==> src/rtl/resp_signature.sv <==
// resp_signature: compacts a stream of DUT response beats into a 32-bit CRC-style signature.
// Ports:
//   clk, rst_n             clock, asynchronous active-low reset
//   start, abort           begin a capture run (honoured in IDLE only) / cancel from any state
//   cfg_skip, cfg_cycles   leading beats to discard / beats to compact, both latched on start
//   resp_valid, resp_data  one response beat per qualified cycle
//   busy                   high whenever the FSM is not IDLE
//   res_valid, res_ready   result handshake; res_valid is high only in DONE
//   res_sig, res_count     live signature register and compacted-beat count
module resp_signature #(
  parameter int          OUT_W = 330,
  parameter int          CYC_W = 32,
  parameter logic [31:0] SEED  = 32'hFFFFFFFF
) (
  input  logic             clk,
  input  logic             rst_n,
  input  logic             start,
  input  logic             abort,
  input  logic [7:0]       cfg_skip,
  input  logic [CYC_W-1:0] cfg_cycles,
  input  logic             resp_valid,
  input  logic [OUT_W-1:0] resp_data,
  output logic             busy,
  output logic             res_valid,
  input  logic             res_ready,
  output logic [31:0]      res_sig,
  output logic [CYC_W-1:0] res_count
);
  localparam int NW = (OUT_W + 31) / 32;
  localparam logic [1:0] IDLE = 2'd0, SKIP = 2'd1, RUN = 2'd2, DONE = 2'd3;
  logic [1:0]       state_q, state_d;
  logic [31:0]      sig_q, sig_d, fold;
  logic [CYC_W-1:0] count_q, count_d, cycles_q, cycles_d, count_inc;
  logic [7:0]       skip_q, skip_d;
  logic [NW*32-1:0] padded;
  // Zero-extend to whole words, then XOR the words together.
  always_comb begin
    padded = '0;
    padded[OUT_W-1:0] = resp_data;
    fold = '0;
    for (int k = 0; k < NW; k++) fold = fold ^ padded[32*k +: 32];
  end
  assign count_inc = count_q + CYC_W'(1);
  always_comb begin
    state_d  = state_q;
    sig_d    = sig_q;
    count_d  = count_q;
    skip_d   = skip_q;
    cycles_d = cycles_q;
    if (abort) state_d = IDLE;
    else begin
      case (state_q)
        IDLE: if (start) begin
          sig_d    = SEED;
          count_d  = '0;
          skip_d   = cfg_skip;
          cycles_d = cfg_cycles;
          state_d  = cfg_skip != 8'd0 ? SKIP : cfg_cycles != '0 ? RUN : DONE;
        end
        SKIP: if (resp_valid) begin
          skip_d = skip_q - 8'd1;
          if (skip_q == 8'd1) state_d = cycles_q != '0 ? RUN : DONE;
        end
        RUN: if (resp_valid) begin
          sig_d   = ({sig_q[30:0], 1'b0} ^ (sig_q[31] ? 32'h04C11DB7 : 32'h0)) ^ fold;
          count_d = count_inc;
          if (count_inc == cycles_q) state_d = DONE;
        end
        default: if (res_ready) state_d = IDLE;
      endcase
    end
  end
  always_ff @(posedge clk or negedge rst_n) begin
    if (!rst_n) begin
      state_q  <= IDLE;
      sig_q    <= '0;
      count_q  <= '0;
      skip_q   <= '0;
      cycles_q <= '0;
    end else begin
      state_q  <= state_d;
      sig_q    <= sig_d;
      count_q  <= count_d;
      skip_q   <= skip_d;
      cycles_q <= cycles_d;
    end
  end
  assign busy      = state_q != IDLE;
  assign res_valid = state_q == DONE;
  assign res_sig   = sig_q;
  assign res_count = count_q;
endmodule

==> config.mk <==
export PLATFORM = sky130hd
export DESIGN_NAME = resp_signature
export DESIGN_NICKNAME = d
export VERILOG_FILES = /design/src/rtl/resp_signature.sv
export SDC_FILE = /design/constraint.sdc
export NUM_CORES = 1
export LEC_CHECK = 0
export ABC_AREA = 1
export CAP_MARGIN = 20
export CORE_MARGIN = 1.5
export CORE_UTILIZATION = 30
export CTS_BUF_LIST = sky130_fd_sc_hd__clkbuf_8
export DETAILED_ROUTE_END_ITERATION = 8
export HOLD_SLACK_MARGIN = 0.05
export RECOVER_POWER = 50
export REMOVE_ABC_BUFFERS = 1
export SETUP_SLACK_MARGIN = 0.1
export SYNTH_ARGS = -nofsm -noshare
export SYNTH_HDL_FRONTEND = slang
export SYNTH_SLANG_ARGS = --single-unit
==> constraint.sdc <==
create_clock -name clk -period 3.02 [get_ports clk]
set_clock_uncertainty 0.1 [all_clocks]
set_input_delay 0.604 -clock clk [delete_from_list [all_inputs] [get_ports clk]]
set_output_delay 0.604 -clock clk [all_outputs]
set_load 0.1 [all_outputs]
==> impl_metrics.tcl, run 1 <==
set metrics [dict create \
    post-cts-setup-buffer-count 0 \
    max_freq_ghz 0.3921 \
    rsz0062_at_grt "no" \
    drive_gt1_share_pct 7.416 \
    timing.final.crit_share_pct 84.45 \
    worstSetupPathType "flip-flop to flip-flop" \
    crit_arrival_ns 2.70 \
    postCtsHoldBufs 0 \
    dieHeight_um 179.4 \
    final_antenna_net_count 0 \
    grt_pass1_vias 9876 \
    synth-edff-count 0 \
    tightest_slew_ns 1.342 \
    clk_pin_slew_ns 0.11 \
    diodes 0 \
    path_buf_inv 5 \
    final.setup.tns_ns 0 \
    grt_start_max_net_pins 60 \
    grt_pass1_wl_um 59060 \
    fp-row-count 64 \
    hpwl_um 33850 \
    hold_violations 0 \
    crit_top_cell "inv_2" \
    period_needed_ns 2.550 \
    via_per_inst 4.750 \
    wl_per_cell_um 18.97 \
    fin_nets 2078 \
    cts_buffers 9 \
    cts_tree "built" \
    power_density_mw_per_mm2 582.2 \
    die_w_um 179.4 \
    slew_viol_final 0 \
    p_leak_nw 5.632 \
    root_buffer "clkbuf_8" \
    status "finished, final reports clean" \
    core_mm2 0.03059 \
    drcViolationCount 0 \
    cts_sinks 106 \
    drtPass1Iterations 5 \
    place.gp.congestion 0.9719 \
    slowest_delay_ns 0.47 \
    n_fill_cell 3112 \
    postSynthAreaPerCell_um2 7.488 \
    htreeDepth 3 \
    synth_seq_cells 106 \
    areaGrowthSynthToFinish_pct 52.35 \
    path_cells "inv_1 -> ha_1 -> inv_2 -> or2_1 -> nand2_1 -> nor3_4 -> inv_2 -> nor2_2 -> inv_2 -> buf_12 -> o22ai_1" \
    antenna_found_initial 8 \
    cap_violations 0 \
    path_delay_family "buffers and inverters" \
    grt_overflow 0 \
    crit_path_top_delay_cell "dfrtp_1" \
    hold_class "primary input to asynchronous set/reset pin" \
    synth_warnings 0 \
    ctsResizeCount 0 \
    multiInputGateArea_mm2 0.006100 \
    regArea_mm2 0.002653 \
    final_core_util_pct 46.51 \
    start_kind "flip-flop" \
    ioPinCount 442 \
    vias 9952 \
    die_area_mm2 0.03219 \
    total_power_mw 8.282 \
    peakVddDrop_uv 456.8 \
    grt_use_total_pct 24.21 \
    synth_area_mm2 0.009338 \
    worstSetupEndpointType "flip-flop" \
    synthFlopType "dfrtp_1" \
    ys_types 38 \
    ys_seq_area_share_pct 28.41 \
    required_ns 3.17 \
    postSynthCellCount 1247 \
    relSlewSlack_pct 10.53 \
    initial_core_util_pct 30.53 \
    routed_wl_um 39740 \
    cp_max_fo 25 \
    clockBufferDepth 2 \
    whs_ns 0.3968 \
    worstSkewPairLatency_ns 0.40 \
    io_buffers 441 \
    async_flop_share_pct 100.0 \
    drt_iter0_drc 581 \
    setup_violations 0 \
]
[kinds of logic after synthesis]
family,share of synthesized area [%]
simple gates,24.90
xor+xnor,30.50
buf+inv,6.392
compound gates,8.026
flops,28.41
mux,0.8442
fa+ha+maj,0.9379
[synthesized netlist by cell type, types with 3 or more instances]
cell,count,area [um2]
nand2_1,245,919.6
xnor2_1,201,1760
inv_1,123,461.7
xor2_1,119,1042
dfrtp_1,106,2653
nor2_1,103,386.6
nand3_1,80,400.4
o21ai_0,41,205.2
o22ai_1,36,225.2
a21oi_1,35,175.2
or2_2,20,125.1
clkbuf_1,16,60.06
nand4_1,16,100.1
nor4_1,15,93.84
o21ai_1,10,50.05
nor2_4,8,90.09
ha_1,7,87.58
mux2_2,7,78.83
nand2_2,7,43.79
nor3_1,7,35.03
buf_2,6,30.03
nor2_2,6,37.54
inv_2,5,18.77
nand3b_1,5,37.54
a32oi_1,3,26.28
buf_4,3,22.52
o22a_1,3,26.28
[worst paths after layout]
check                                 from       endpoint  slack, ns  cells past startpoint
min in group clk                 skip_q[7]      skip_q[7]       0.45                      2
worst min register to register   skip_q[7]      skip_q[7]       0.45                      2
worst max register to register  state_q[0]  res_count[23]       0.47                     11
worst max-delay path            state_q[0]  res_count[23]       0.47                     11
max in group asynchronous            rst_n   cycles_q[19]       0.77                      2
worst min-delay path                 rst_n    res_sig[24]       0.40                      1
[area by class of cell]
type | instances | area share [%]
multi-input cells | 987 | 42.88
clock buffers | 10 | 0.9675
inverters | 129 | 3.404
repair buffers | 462 | 30.18
flip-flops and latches | 106 | 18.65
clock inverters | 5 | 0.4486
well taps | 396 | 3.483
[worst reg2reg max path, delay by kind of cell, from the launching register on]
family	cells	cell delay, ns
fa+ha+maj	1	0.33
compound gates	1	0.10
simple gates	4	0.47
buf+inv	5	0.94
flops	1	0.47
[routing by layer]
metal	track usage [%]	vias to the layer above	wire length, um
met4	3.700	4	437
met2	43.28	359	19960
met1	30.84	4677	16880
li1	-	4884	-
met3	4.214	28	2429
met5	0	-	29
[flip-flops by register name (all words and copies together), names as in the netlist]
signal	flops
skip_q	8
state_q	2
res_count	32
res_sig	32
cycles_q	32
[placed cells by master (no fill, tap or decap), drive strengths merged, types with 8 or more instances in the layout]
master / count
clkdlybuf4s50: 374
nand2: 254
xnor2: 201
inv: 129
xor2: 119
nor2: 117
dfrtp: 106
nand3: 81
buf: 51
o21ai: 51
clkbuf: 47
o22ai: 36
a21oi: 35
or2: 21
nand4: 16
nor4: 15
nor3: 8
[report_power, final]
group | internal [mW] | switching (mW) | leakage (nW)
Combinational | 1.82 | 3.21 | 4.32
Sequential | 1.84 | 0.454 | 1.22
Clock | 0.409 | 0.550 | 0.0989
[metrics by stage]
stage	std cells	setup slack, ns	instance area (um2)
final	2095	0.4696	14230
after CTS	2095	0.4756	14380
after detailed placement	2080	0.3629	14170
after global placement	2080	0.3997	14170
after global routing	2095	0.2010	14230
after floorplan	1222	-1.700	9225
No activity file was read; power rests on OpenSTA's default activity.
==> run 2: changes to the inputs <==
Clock period 3.02 ns to 2.27 ns, I/O delays scaled along.
==> run 2 against run 1 <==
Against the previous run:
- the run now ends with negative setup slack left
- total power grew 43%
- global-route usage is 0.48 points higher
- via count grew 4.6%
- setup slack got worse by 0.66 ns
- combinational power up 47%
- routed wire length is 4.1% higher
- critical path depth up 5
==> impl_metrics.tcl, run 2 (same netlist as run 1, synthesis figures left out) <==
set metrics [dict create \
    status "complete, but fails checks" \
    violations "negative setup slack" \
    cts_buffers 9 \
    vias 10412 \
    relSlewSlack_pct 38.85 \
    fin_nets 2218 \
    drtPass1Iterations 5 \
    tightest_slew_ns 0.9173 \
    hold_class "flip-flop to flip-flop" \
    cp_max_fo 5 \
    layout_commonest_cell "clkdlybuf4s50_1" \
    stdcell_count 2243 \
    io_buffers 441 \
    power_density_mw_per_mm2 743.4 \
    via_per_inst 4.642 \
    required_ns 2.47 \
    slew_viol_final 0 \
    period_needed_ns 2.459 \
    final_core_util_pct 52.22 \
    areaGrowthSynthToFinish_pct 71.06 \
    final_antenna_net_count 0 \
    drive_gt1_share_pct 20.33 \
    grt_start_max_net_pins 47 \
    worstSetupEndpointType "flip-flop" \
    layout_common_cells "374 x clkdlybuf4s50_1, 231 x nand2_1, 205 x buf_4" \
    wl_per_cell_um 18.44 \
    root_buffer "clkbuf_8" \
    peakVddDrop_uv 476.9 \
    dp.cells 2197 \
    rsz0062_at_grt "yes" \
    grt_use_total_pct 24.69 \
    setup_slack_ns -0.1894 \
    cts_tree "built" \
    htreeDepth 3 \
    drt_iter0_drc 599 \
    setup_violations 2 \
    worstSkewPairLatency_ns 0.40 \
    hpwl_um 34910 \
    dieHeight_um 179.4 \
    cap_violations 0 \
    initial_core_util_pct 30.53 \
    fp-row-count 64 \
    start_kind "flip-flop" \
    die_w_um 179.4 \
    timing.final.crit_share_pct 108.3 \
    routed_wl_um 41370 \
    place.gp.congestion 0.9404 \
    drcViolationCount 0 \
    grt_overflow 0 \
    worstSetupPathType "flip-flop to flip-flop" \
    ioPinCount 442 \
    core_mm2 0.03059 \
    antenna_found_initial 13 \
    cts_sinks 106 \
    max_freq_ghz 0.4066 \
    p_leak_nw 6.549 \
    die_area_mm2 0.03219 \
    grt_pass1_vias 10327 \
    total_power_mw 11.87 \
    grt_pass1_wl_um 60040 \
    hold_violations 0 \
    final.setup.tns_ns -0.3583 \
    crit_arrival_ns 2.66 \
    pre_cts_slack_ns -0.2298 \
    clockBufferDepth 2 \
    clk_pin_slew_ns 0.11 \
]
run 2: cell count changes in the layout (fill, tap and decap cells not counted), moves of 13 or more:
cell | before | now
o22ai_2 | 0 | 20
o22ai_1 | 36 | 12
nand2_1 | 245 | 231
nor2_1 | 103 | 86
nand2_2 | 7 | 20
clkbuf_1 | 35 | 0
nor2_2 | 6 | 22
buf_4 | 49 | 205
run 2: cell type report:
| type | instances | area (um2) |
|---|---|---|
| multi-input combinational | 987 | 6427 |
| clock inverter | 4 | 72.57 |
| clock buffer | 12 | 165.2 |
| fill | 2941 | 14620 |
| sequential | 106 | 2658 |
| tap | 396 | 495.5 |
| inverter | 129 | 489.2 |
| timing repair buffer | 602 | 5648 |
| antenna | 7 | 17.52 |
run 2: metal layers:
metal / routed length, um / global-route usage (%) / share of wire [%]
met5: 23 / 0 / 0.056
met4: 585 / 6.300 / 1.4
met1: 17070 / 30.43 / 41
met2: 20880 / 43.46 / 50
met3: 2806 / 5.308 / 6.8
run 2: repair_timing:
action / 4_1_cts / 5_1_grt
hold endpoints to repair: 29 / 0
endpoints found under the setup margin: 2 / 58
hold buffers: 1 / 0
buffers inserted: 6 / 14
resized for setup: 22 / 80
pin swaps: 8 / 30
cloned: 0 / 2
run 2: path summary, 6_finish.rpt:
path | from | endpoint | slack (ns) | cells past startpoint
min in group asynchronous | rst_n | res_sig[28] | 0.61 | 2
max | res_count[1] | state_q[1] | -0.19 | 16
min | res_sig[27] | res_sig[27] | 0.45 | 2
max reg2reg | res_count[1] | state_q[1] | -0.19 | 16
max in group asynchronous | rst_n | res_count[19] | 0.22 | 3
min reg2reg | res_sig[27] | res_sig[27] | 0.45 | 2
run 2: stage by stage:
step                      hold slack, ns  area (um2)
after floorplan                  0.05841        9225
after global placement            0.3540       15190
after detailed placement          0.3545       15190
after CTS                         0.4492       15550
after global routing              0.4656       15970
final                             0.4458       15970
run 2: where the power goes:
group	leakage, nW	switching, mW	internal (mW)
Clock	0.119	0.728	0.712
Combinational	5.22	4.46	2.92
Sequential	1.21	0.598	2.45
Total	6.55	5.79	6.08
run 2: worst max-delay path: stages, from the launching register on:
cell     delay [ns]
dfrtp_1        0.39
ha_2           0.21
nand2_2        0.07
nor2_4         0.20
nand2_4        0.11
nor2_4         0.19
buf_4          0.14
xnor3_1        0.18
nand2_1        0.07
nor2_1         0.08
nand2_1        0.07
nor2_2         0.14
nand3_2        0.10
nand3_1        0.07
nand4_1        0.10
nand2_1        0.09
nand2_1        0.06
==> run 3: changes to the inputs <==
Settings changed: CORE_AREA set to 2 2 173 175, CORE_MARGIN 1.5 to not set, CORE_UTILIZATION 30 to not set, DIE_AREA set to 0 0 175 177, PLACE_DENSITY set to 0.7.
==> run 3 against run 2 <==
Against the previous run:
- the flow still finishes with violations (negative setup slack)
- critical endpoint is now state_q[0]
- largest cell class unchanged
- flip-flop and latch count is the same
- largest power group unchanged
- sequential power is essentially flat
- first-iteration DRC count grew 18%
- register-to-register slack lost 0.03 ns
- non-clock buffer count shrank 19
- setup slack lost 0.026 ns
==> impl_metrics.tcl, run 3 (same netlist as run 1, synthesis figures left out) <==
set metrics [dict create \
    grt_pass1_vias 10615 \
    via_per_inst 4.778 \
    grt_start_max_net_pins 46 \
    tightest_slew_ns 0.8633 \
    final_antenna_net_count 0 \
    drive_gt1_share_pct 18.07 \
    cts_buffers 9 \
    rsz0062_at_grt "yes" \
    io_buffers 441 \
    slew_viol_final 0 \
    max_freq_ghz 0.4024 \
    setup_slack_ns -0.2150 \
    crit_arrival_ns 2.70 \
    dieHeight_um 177 \
    routed_wl_um 42540 \
    htreeDepth 3 \
    peakVddDrop_uv 524.2 \
    grt_overflow 0 \
    crit_path_top_delay_cell "dfrtp_1" \
    cts_tree "built" \
    layout_commonest_cell "clkdlybuf4s50_1" \
    path_cells "ha_2 -> nand2_2 -> nor2_4 -> nand2_4 -> buf_6 -> nor2_2 -> nand2_1 -> buf_4 -> buf_4 -> nand3_1 -> nand2_2 -> nand4_1 -> nor2_1 -> nand3_1 -> nor2_1 -> nand3_1 -> nand2_1 -> nand4_1 -> nand2_1" \
    stdcell_area_mm2 0.01554 \
    regArea_mm2 0.002658 \
    clockBufferDepth 2 \
    drcViolationCount 0 \
    placed_cell_area_mm2 0.01509 \
    timing.final.crit_share_pct 109.5 \
    die_w_um 175 \
    cap_violations 0 \
    grt_use_total_pct 26.98 \
    initial_core_util_pct 31.93 \
    layout_common_cells "374 x clkdlybuf4s50_1, 228 x nand2_1, 201 x xnor2_1" \
    antenna_found_initial 9 \
    slowest_delay_ns 0.41 \
    final.setup.tns_ns -0.6429 \
    hpwl_um 36270 \
    ioPinCount 442 \
    core_mm2 0.02924 \
    clk_pin_slew_ns 0.12 \
    drtPass1Iterations 5 \
    worstSetupEndpointType "flip-flop" \
    grt_pass1_wl_um 62470 \
    hold_violations 0 \
    die_area_mm2 0.03098 \
    setup_violations 9 \
    period_needed_ns 2.485 \
    multiInputGateArea_mm2 0.006265 \
    root_buffer "clkbuf_8" \
    vias 10578 \
    required_ns 2.48 \
    power_density_mw_per_mm2 751.6 \
    relSlewSlack_pct 42.44 \
    cts_sinks 106 \
    status "complete, but fails checks" \
    cp_max_fo 5 \
    fp-row-count 63 \
    areaGrowthSynthToFinish_pct 66.39 \
    worstSkewPairLatency_ns 0.42 \
    final_core_util_pct 53.13 \
    n_fill_cell 2793 \
    place.gp.congestion 0.9215 \
    hold_class "flip-flop to flip-flop" \
    start_kind "flip-flop" \
    drt_iter0_drc 705 \
    wl_per_cell_um 19.21 \
    whs_ns 0.4511 \
    p_leak_nw 6.388 \
    worstSetupPathType "flip-flop to flip-flop" \
    fin_nets 2199 \
    violations "negative setup slack" \
]
## run 3: path summary, 6_finish.rpt
check                                  start             to  slack, ns  cells past startpoint
max in group asynchronous              rst_n  res_count[20]       0.18                      3
worst max register to register  res_count[1]     state_q[0]      -0.21                     19
worst min register to register     skip_q[7]      skip_q[7]       0.45                      2
min in group asynchronous              rst_n    cycles_q[8]       0.57                      2
worst max-delay path            res_count[1]     state_q[0]      -0.21                     19
worst min-delay path               skip_q[7]      skip_q[7]       0.45                      2
## run 3: through the flow
step           power [mW]  cells  setup WS [ns]
6_report            11.68   2214        -0.2150
5_1_grt             12.41   2212        -0.4305
4_1_cts             11.70   2208       -0.08997
3_5_place_dp        10.24   2181        -0.1829
3_3_place_gp        10.15   2181        -0.1531
2_1_floorplan       7.598   1222         -2.450
## run 3: area by class of cell
type | count | share of cell area (%)
Timing Repair Buffer | 583 | 34.94
Tap cell | 390 | 3.141
Inverter | 129 | 3.116
Multi-Input combinational cell | 987 | 40.32
Clock buffer | 9 | 0.7972
Clock inverter | 7 | 0.5315
Antenna cell | 3 | 0.04832
Sequential cell | 106 | 17.10
## run 3: layer usage
metal / wire [um] / GRT usage, % / vias up / part of all wire [%]
li1: - / - / 5138 / -
met1: 17460 / 33.50 / 4981 / 41
met2: 21440 / 48.86 / 410 / 50
met3: 2804 / 4.532 / 47 / 6.6
met4: 825 / 6.007 / 2 / 1.9
met5: 13 / 0 / - / 0.031
## run 3: power breakdown
part	internal [mW]	total (mW)	switching, mW
logic	2.87	7.30	4.43
clock network	0.534	1.35	0.813
registers	2.45	3.03	0.580
total	5.85	11.7	5.83
## run 3: worst max-delay path: cells and delay by family, from the launching register on
family,cells,cell delay [ns]
buffers and inverters,3,0.40
flip-flops,1,0.41
adder cells (fa/ha/maj),1,0.21
AND/OR/NAND/NOR,15,1.27
## run 3: timing repair
action,in CTS,in global routing
buffers inserted,10,3
cloned,0,0
hold buffers,1,0
setup endpoints to repair,45,42
pin swaps,10,20
hold endpoints to repair,29,0
gates resized for setup,28,41
